File: src/rtl/led_sched_pkg.sv
// Shared types and constants for the board LED/button controller.
// Latency: n/a (types only).
// Backpressure: n/a.
package led_sched_pkg;

    localparam int LED_W = 4;

    typedef enum logic [1:0] {
        MODE_SW     = 2'd0,
        MODE_SHIFT  = 2'd1,
        MODE_COUNT  = 2'd2,
        MODE_BOUNCE = 2'd3
    } mode_t;

    localparam logic [LED_W-1:0] SEED_SHIFT  = 4'b0001;
    localparam logic [LED_W-1:0] SEED_COUNT  = 4'b0000;
    localparam logic [LED_W-1:0] SEED_BOUNCE = 4'b0001;

    // Press order; BOUNCE only sits in the cycle when LED_SCHED_BOUNCE_EN is defined.
    function automatic mode_t next_mode(input mode_t m);
        mode_t n;
        n = MODE_SW;
        case (m)
            MODE_SW:    n = MODE_SHIFT;
            MODE_SHIFT: n = MODE_COUNT;
`ifdef LED_SCHED_BOUNCE_EN
            MODE_COUNT: n = MODE_BOUNCE;
`endif
            default:    n = MODE_SW;
        endcase
        return n;
    endfunction

endpackage

File: src/rtl/btn_debounce.sv
// Synchronizes and debounces an active-low push-button into a single press pulse.
// Latency: press_evt combinational in the cycle before btn_pulse; btn_pulse 1+DEBOUNCE_CYCLES edges after first sample.
// Backpressure: none; pulse is fire-and-forget, release edges produce nothing.
module btn_debounce #(
    parameter int DEBOUNCE_CYCLES = 1_000_000
) (
    input  logic clk,
    input  logic rst_n,
    input  logic btn_n,
    output logic press_evt,
    output logic btn_pulse
);

    localparam int CW = $clog2(DEBOUNCE_CYCLES);

    logic [1:0]    sync;
    logic          pressed;
    logic          state;
    logic [CW-1:0] cnt;
    logic          flip;

    assign pressed   = ~sync[1];
    assign flip      = (pressed != state) && (cnt == CW'(DEBOUNCE_CYCLES - 1));
    assign press_evt = flip && !state;

    // Synchronizer resets to the released level so reset does not look like a press.
    always_ff @(posedge clk or negedge rst_n) begin
        if (!rst_n) begin
            sync      <= 2'b11;
            state     <= 1'b0;
            cnt       <= '0;
            btn_pulse <= 1'b0;
        end else begin
            sync      <= {sync[0], btn_n};
            btn_pulse <= press_evt;
            if (pressed == state) begin
                cnt <= '0;
            end else if (flip) begin
                cnt   <= '0;
                state <= ~state;
            end else begin
                cnt <= cnt + CW'(1);
            end
        end
    end

endmodule

File: src/rtl/led_scheduler.sv
// Owns the board LEDs: Nios pass-through or a timer-stepped local pattern, mode advanced by button presses.
// Latency: sw_leds->leds 1 cycle; mode/seed change on the btn_pulse edge; steps every STEP_CYCLES. Macro: LED_SCHED_BOUNCE_EN.
// Backpressure: none; every input is sampled every cycle.
module led_scheduler
    import led_sched_pkg::*;
#(
    parameter int DEBOUNCE_CYCLES = 1_000_000,
    parameter int STEP_CYCLES     = 12_500_000
) (
    input  logic             clk_clk,
    input  logic             reset_reset_n,
    input  logic             btn_n,
    input  logic [LED_W-1:0] sw_leds,
    output logic [LED_W-1:0] leds,
    output logic             btn_pulse,
    output logic [1:0]       mode
);

    localparam int TW = $clog2(STEP_CYCLES);

    logic          press_evt;
    logic [TW-1:0] timer;
    logic          tick;
    mode_t         mode_q;
    mode_t         mode_nxt;
`ifdef LED_SCHED_BOUNCE_EN
    logic          dir_up;
`endif

    btn_debounce #(
        .DEBOUNCE_CYCLES(DEBOUNCE_CYCLES)
    ) u_btn_debounce (
        .clk       (clk_clk),
        .rst_n     (reset_reset_n),
        .btn_n     (btn_n),
        .press_evt (press_evt),
        .btn_pulse (btn_pulse)
    );

    assign tick     = (timer == TW'(STEP_CYCLES - 1));
    assign mode_nxt = next_mode(mode_q);
    assign mode     = mode_q;

    // leds doubles as the pattern register; in MODE_SW it just tracks sw_leds.
    always_ff @(posedge clk_clk or negedge reset_reset_n) begin
        if (!reset_reset_n) begin
            mode_q <= MODE_SW;
            timer  <= '0;
            leds   <= '0;
`ifdef LED_SCHED_BOUNCE_EN
            dir_up <= 1'b1;
`endif
        end else if (press_evt) begin
            // A press on a tick edge wins: the tick is dropped and the seed loads.
            mode_q <= mode_nxt;
            timer  <= '0;
            case (mode_nxt)
                MODE_SHIFT: leds <= SEED_SHIFT;
                MODE_COUNT: leds <= SEED_COUNT;
`ifdef LED_SCHED_BOUNCE_EN
                MODE_BOUNCE: begin
                    leds   <= SEED_BOUNCE;
                    dir_up <= 1'b1;
                end
`endif
                default:    leds <= sw_leds;
            endcase
        end else begin
            timer <= tick ? '0 : timer + TW'(1);
            case (mode_q)
                MODE_SHIFT: if (tick) leds <= {leds[LED_W-2:0], leds[LED_W-1]};
                MODE_COUNT: if (tick) leds <= leds + LED_W'(1);
`ifdef LED_SCHED_BOUNCE_EN
                MODE_BOUNCE: if (tick) begin
                    if (dir_up) begin
                        if (leds[LED_W-1]) begin
                            dir_up <= 1'b0;
                            leds   <= leds >> 1;
                        end else begin
                            leds <= leds << 1;
                        end
                    end else begin
                        if (leds[0]) begin
                            dir_up <= 1'b1;
                            leds   <= leds << 1;
                        end else begin
                            leds <= leds >> 1;
                        end
                    end
                end
`endif
                default:    leds <= sw_leds;
            endcase
        end
    end

endmodule
File: config.mk
export PLATFORM = sky130hd
export DESIGN_NAME = led_scheduler
export DESIGN_NICKNAME = d
export VERILOG_FILES = /design/src/rtl/led_sched_pkg.sv /design/src/rtl/btn_debounce.sv /design/src/rtl/led_scheduler.sv
export SDC_FILE = /design/constraint.sdc
export NUM_CORES = 1
export LEC_CHECK = 0
export CORE_MARGIN = 4
export CORE_UTILIZATION = 25
export CTS_CLUSTER_SIZE = 10
export DETAILED_ROUTE_END_ITERATION = 7
export HOLD_SLACK_MARGIN = 0.03
export PLACE_DENSITY = 0.43
export SYNTH_ARGS = -nofsm -noshare
export SYNTH_HDL_FRONTEND = slang
export SYNTH_SLANG_ARGS = --single-unit
export TNS_END_PERCENT = 50
File: constraint.sdc
create_clock -name clk_clk -period 4.9 [get_ports clk_clk]
set_clock_uncertainty 0.15 [all_clocks]
set_input_delay 0.49 -clock clk_clk [delete_from_list [all_inputs] [get_ports clk_clk]]
set_output_delay 0.49 -clock clk_clk [all_outputs]
set_load 0.005 [all_outputs]
==> flow_summary.toml <==
[critical_path]
r2r_slack_ns = 2.69
cp.arrival_ns = 2.22
crit_type = "flop to flop"
cp_data_required_time_ns = 4.91
critPathLaunchType = "flop"
endpoint_kind = "flop"
worstPathMaxFanout = 5

[floorplan]
ioPinCount = 14
std_cell_rows = 38
die_w_microns = 114
coreArea_sq_mm = 0.0109
die_h_microns = 114
start_util_pct = 25.9
dieArea_sq_mm = 0.0131

[layout]
layout-drive-gt1-share_pct = 9.67
antenna_cells = 0
synthToLayoutAreaGrowth_pct = 14.6
nets = 312
finalCoreUtilization_pct = 29.6

[global_route]
track_usage_pct = 9.07
grt_pass1_wl_microns = 9650
grt_antenna_before_repair = 0
grt-ovfl-total = 0
grt_max_degree = 55
grt_pass1_vias = 2012

[route]
detail-route-antenna-nets = 0
drt_iter0_markers = 97
detail_route.vias_per_cell = 4.44
postRouteWirelength_microns = 5320
vias = 1952
drc = 0
routedWlPerCell_microns = 12.1
first_pass_iters = 4

[synthesis]
synth_edf_count = 0
synthFlopType = "dfrtp_1"
synth_top_area_share_pct = 46.0
synth_fp_nets = 298
async_flop_share_pct = 100
ys_seq_area_share_pct = 47.9
yosysTopAreaCell = "dfrtp_1"
yosys_warnings = 0
avgSynthCellArea_sq_um = 9.92
netlist_area_sq_mm = 0.00283
synth-seq-cells = 54
ys_top_cells_by_area = "dfrtp_1 (46%), xnor2_1 (8.4%), nor2_1 (6.9%), xor2_1 (5.3%), nand2_1 (3.3%)"
synth.distinct_cells = 41
syn_inst = 285

[placed_design]
io_buffer_count = 13
detailedPlacementHpwl_microns = 3600
dp_slack_ns = 2.66
globalplace.congestion = 0.718

[sta]
timing.fmax_ghz = 0.453
finalCriticalPeriod_ns = 2.21
setup_viol_count_final = 0
maxSlewHeadroom_pct = 52.9
fin_crit_sh_pct = 45.1
worstMarginPinSlew_ns = 0.706
finalHoldViolCount = 0
setup-tns-final_ns = 0
drv_slew = 0
postLayoutSetupSlackWorst_ns = 2.69
rsz0062_at_grt = "no"

[clock_tree]
hold_buffers = 0
cts_resized = 0
cts_buffers = 5
cts_tree = "done"
worst_skew_pair.late_latency_ns = 0.29
cts_setup_buffers = 0
clockBufferDepth = 2
clkSlewWorstSetupHoldPaths_ns = 0.07
cts_max_level = 2
cts.sinks = 54
clock-root-buffer = "clkbuf_16"

[power]
p_comb_share_pct = 3.7
p_int_uw = 667
seq_power_share_pct = 54.2
p_leak_nw = 1.31
swShare_pct = 20.8
ir_worst_vdd_v = 0.000174
power_density_mw_per_mm2 = 260
p_sw_uw = 175
pwr-share-clk_pct = 42.2

[worst_hold_path]
hp-class = "input port to async pin"

[outcome]
status = "complete, no violations"

[job]
drv_cap = 0
[cells in the mapped netlist, types with 2 or more instances]
library cell and instances:
nor4_1 3, and3_1 5, nor2_1 52, nor2_2 2
nor3_2 3, nand2_1 25, xnor2_1 27, xor2_1 17
nor3_4 2, nor3_1 8, nand4_1 9, dfrtp_1 52
a22oi_1 2, ha_1 6, nand3_1 14, buf_4 3
dfstp_2 2, inv_1 12, mux2i_1 5, buf_2 2
o21ai_0 5, a21oi_1 2, and4_1 5, mux2_2 3
nor4_2 2, or3_1 2
[worst max-delay path, cell delays in order (launching register included)]
cell	delay, ns
dfrtp_1	0.40
ha_1	0.23
nand4_1	0.24
nor4_1	0.65
nand3_1	0.19
xor2_1	0.17
nor2_1	0.05
[logic make-up after synthesis]
family,Yosys count,share of synthesized area (%)
simple gates,141,26.5
flops,54,47.9
xor+xnor,45,14.2
buf+inv,20,3.41
compound gates,11,2.35
mux,8,2.96
fa+ha+maj,6,2.65
[routing by layer]
| layer | wire length, microns | vias up | GRT usage (%) |
|---|---|---|---|
| met1 | 2680 | 946 | 12.2 |
| met3 | 120 | 5 | 2.11 |
| met5 | 0 | - | 0 |
| met4 | 80 | 0 | 3.09 |
| li1 | - | 984 | - |
| met2 | 2440 | 17 | 14.3 |
[worst paths after layout]
kind	startpoint	end	depth (start not counted)
setup reg to reg	u_btn_debounce.cnt[0]$_DFF_PN0_	u_btn_debounce.cnt[18]$_DFF_PN0_	6
min in group clk_clk	u_btn_debounce.sync[0]$_DFF_PN1_	u_btn_debounce.sync[1]$_DFF_PN1_	0
max in group asynchronous	reset_reset_n	timer[7]$_DFF_PN0_	2
setup / recovery	u_btn_debounce.cnt[0]$_DFF_PN0_	u_btn_debounce.cnt[18]$_DFF_PN0_	6
hold reg to reg	u_btn_debounce.sync[0]$_DFF_PN1_	u_btn_debounce.sync[1]$_DFF_PN1_	0
hold / removal	reset_reset_n	u_btn_debounce.cnt[6]$_DFF_PN0_	2
[state kept, by name, indices dropped and copies added (netlist names)]
signal                    count
timer                        24
u_btn_debounce.cnt           20
leds                          4
mode                          2
u_btn_debounce.sync           2
u_btn_debounce.btn_pulse      1
u_btn_debounce.state          1
[power groups by stage]
stage	Combinational, mW	Clock (mW)	Sequential [mW]
floorplan	0.0114	0	0.464
global placement	0.0325	0	0.464
detailed placement	0.0324	0	0.464
CTS	0.0326	0.378	0.456
global route	0.0364	0.393	0.456
finish	0.0308	0.355	0.456
[stage by stage]
stage / hold WS [ns] / std cells / power, mW / area [sq um]
finish: 0.190 / 440 / 0.842 / 3240
global route: 0.212 / 440 / 0.886 / 3240
CTS: 0.208 / 440 / 0.866 / 3240
detailed placement: 0.197 / 432 / 0.497 / 3090
global placement: 0.195 / 432 / 0.497 / 3090
floorplan: 0.0444 / 285 / 0.475 / 2830
[placed cells by master (no fill, tap or decap), types with 6 or more instances in the layout]
cell type | synthesis | routed
inv_1 | 12 | 12
nand2_1 | 25 | 25
xnor2_1 | 27 | 27
nand3_1 | 14 | 14
clkdlybuf4s50_1 | 0 | 12
nor3_1 | 8 | 8
nand4_1 | 9 | 9
dfrtp_1 | 52 | 52
ha_1 | 6 | 6
nor2_1 | 52 | 52
xor2_1 | 17 | 17
[area by class of cell]
| class | count | area [sq um] |
|---|---|---|
| multi-input combinational | 211 | 1380 |
| inverter | 12 | 45.0 |
| tap | 140 | 175 |
| clock buffer | 7 | 143 |
| clock inverter | 1 | 5.00 |
| timing repair buffer | 15 | 140 |
| sequential | 54 | 1350 |
| fill | 1169 | 7700 |
No activity file was read; power rests on OpenSTA's default activity.
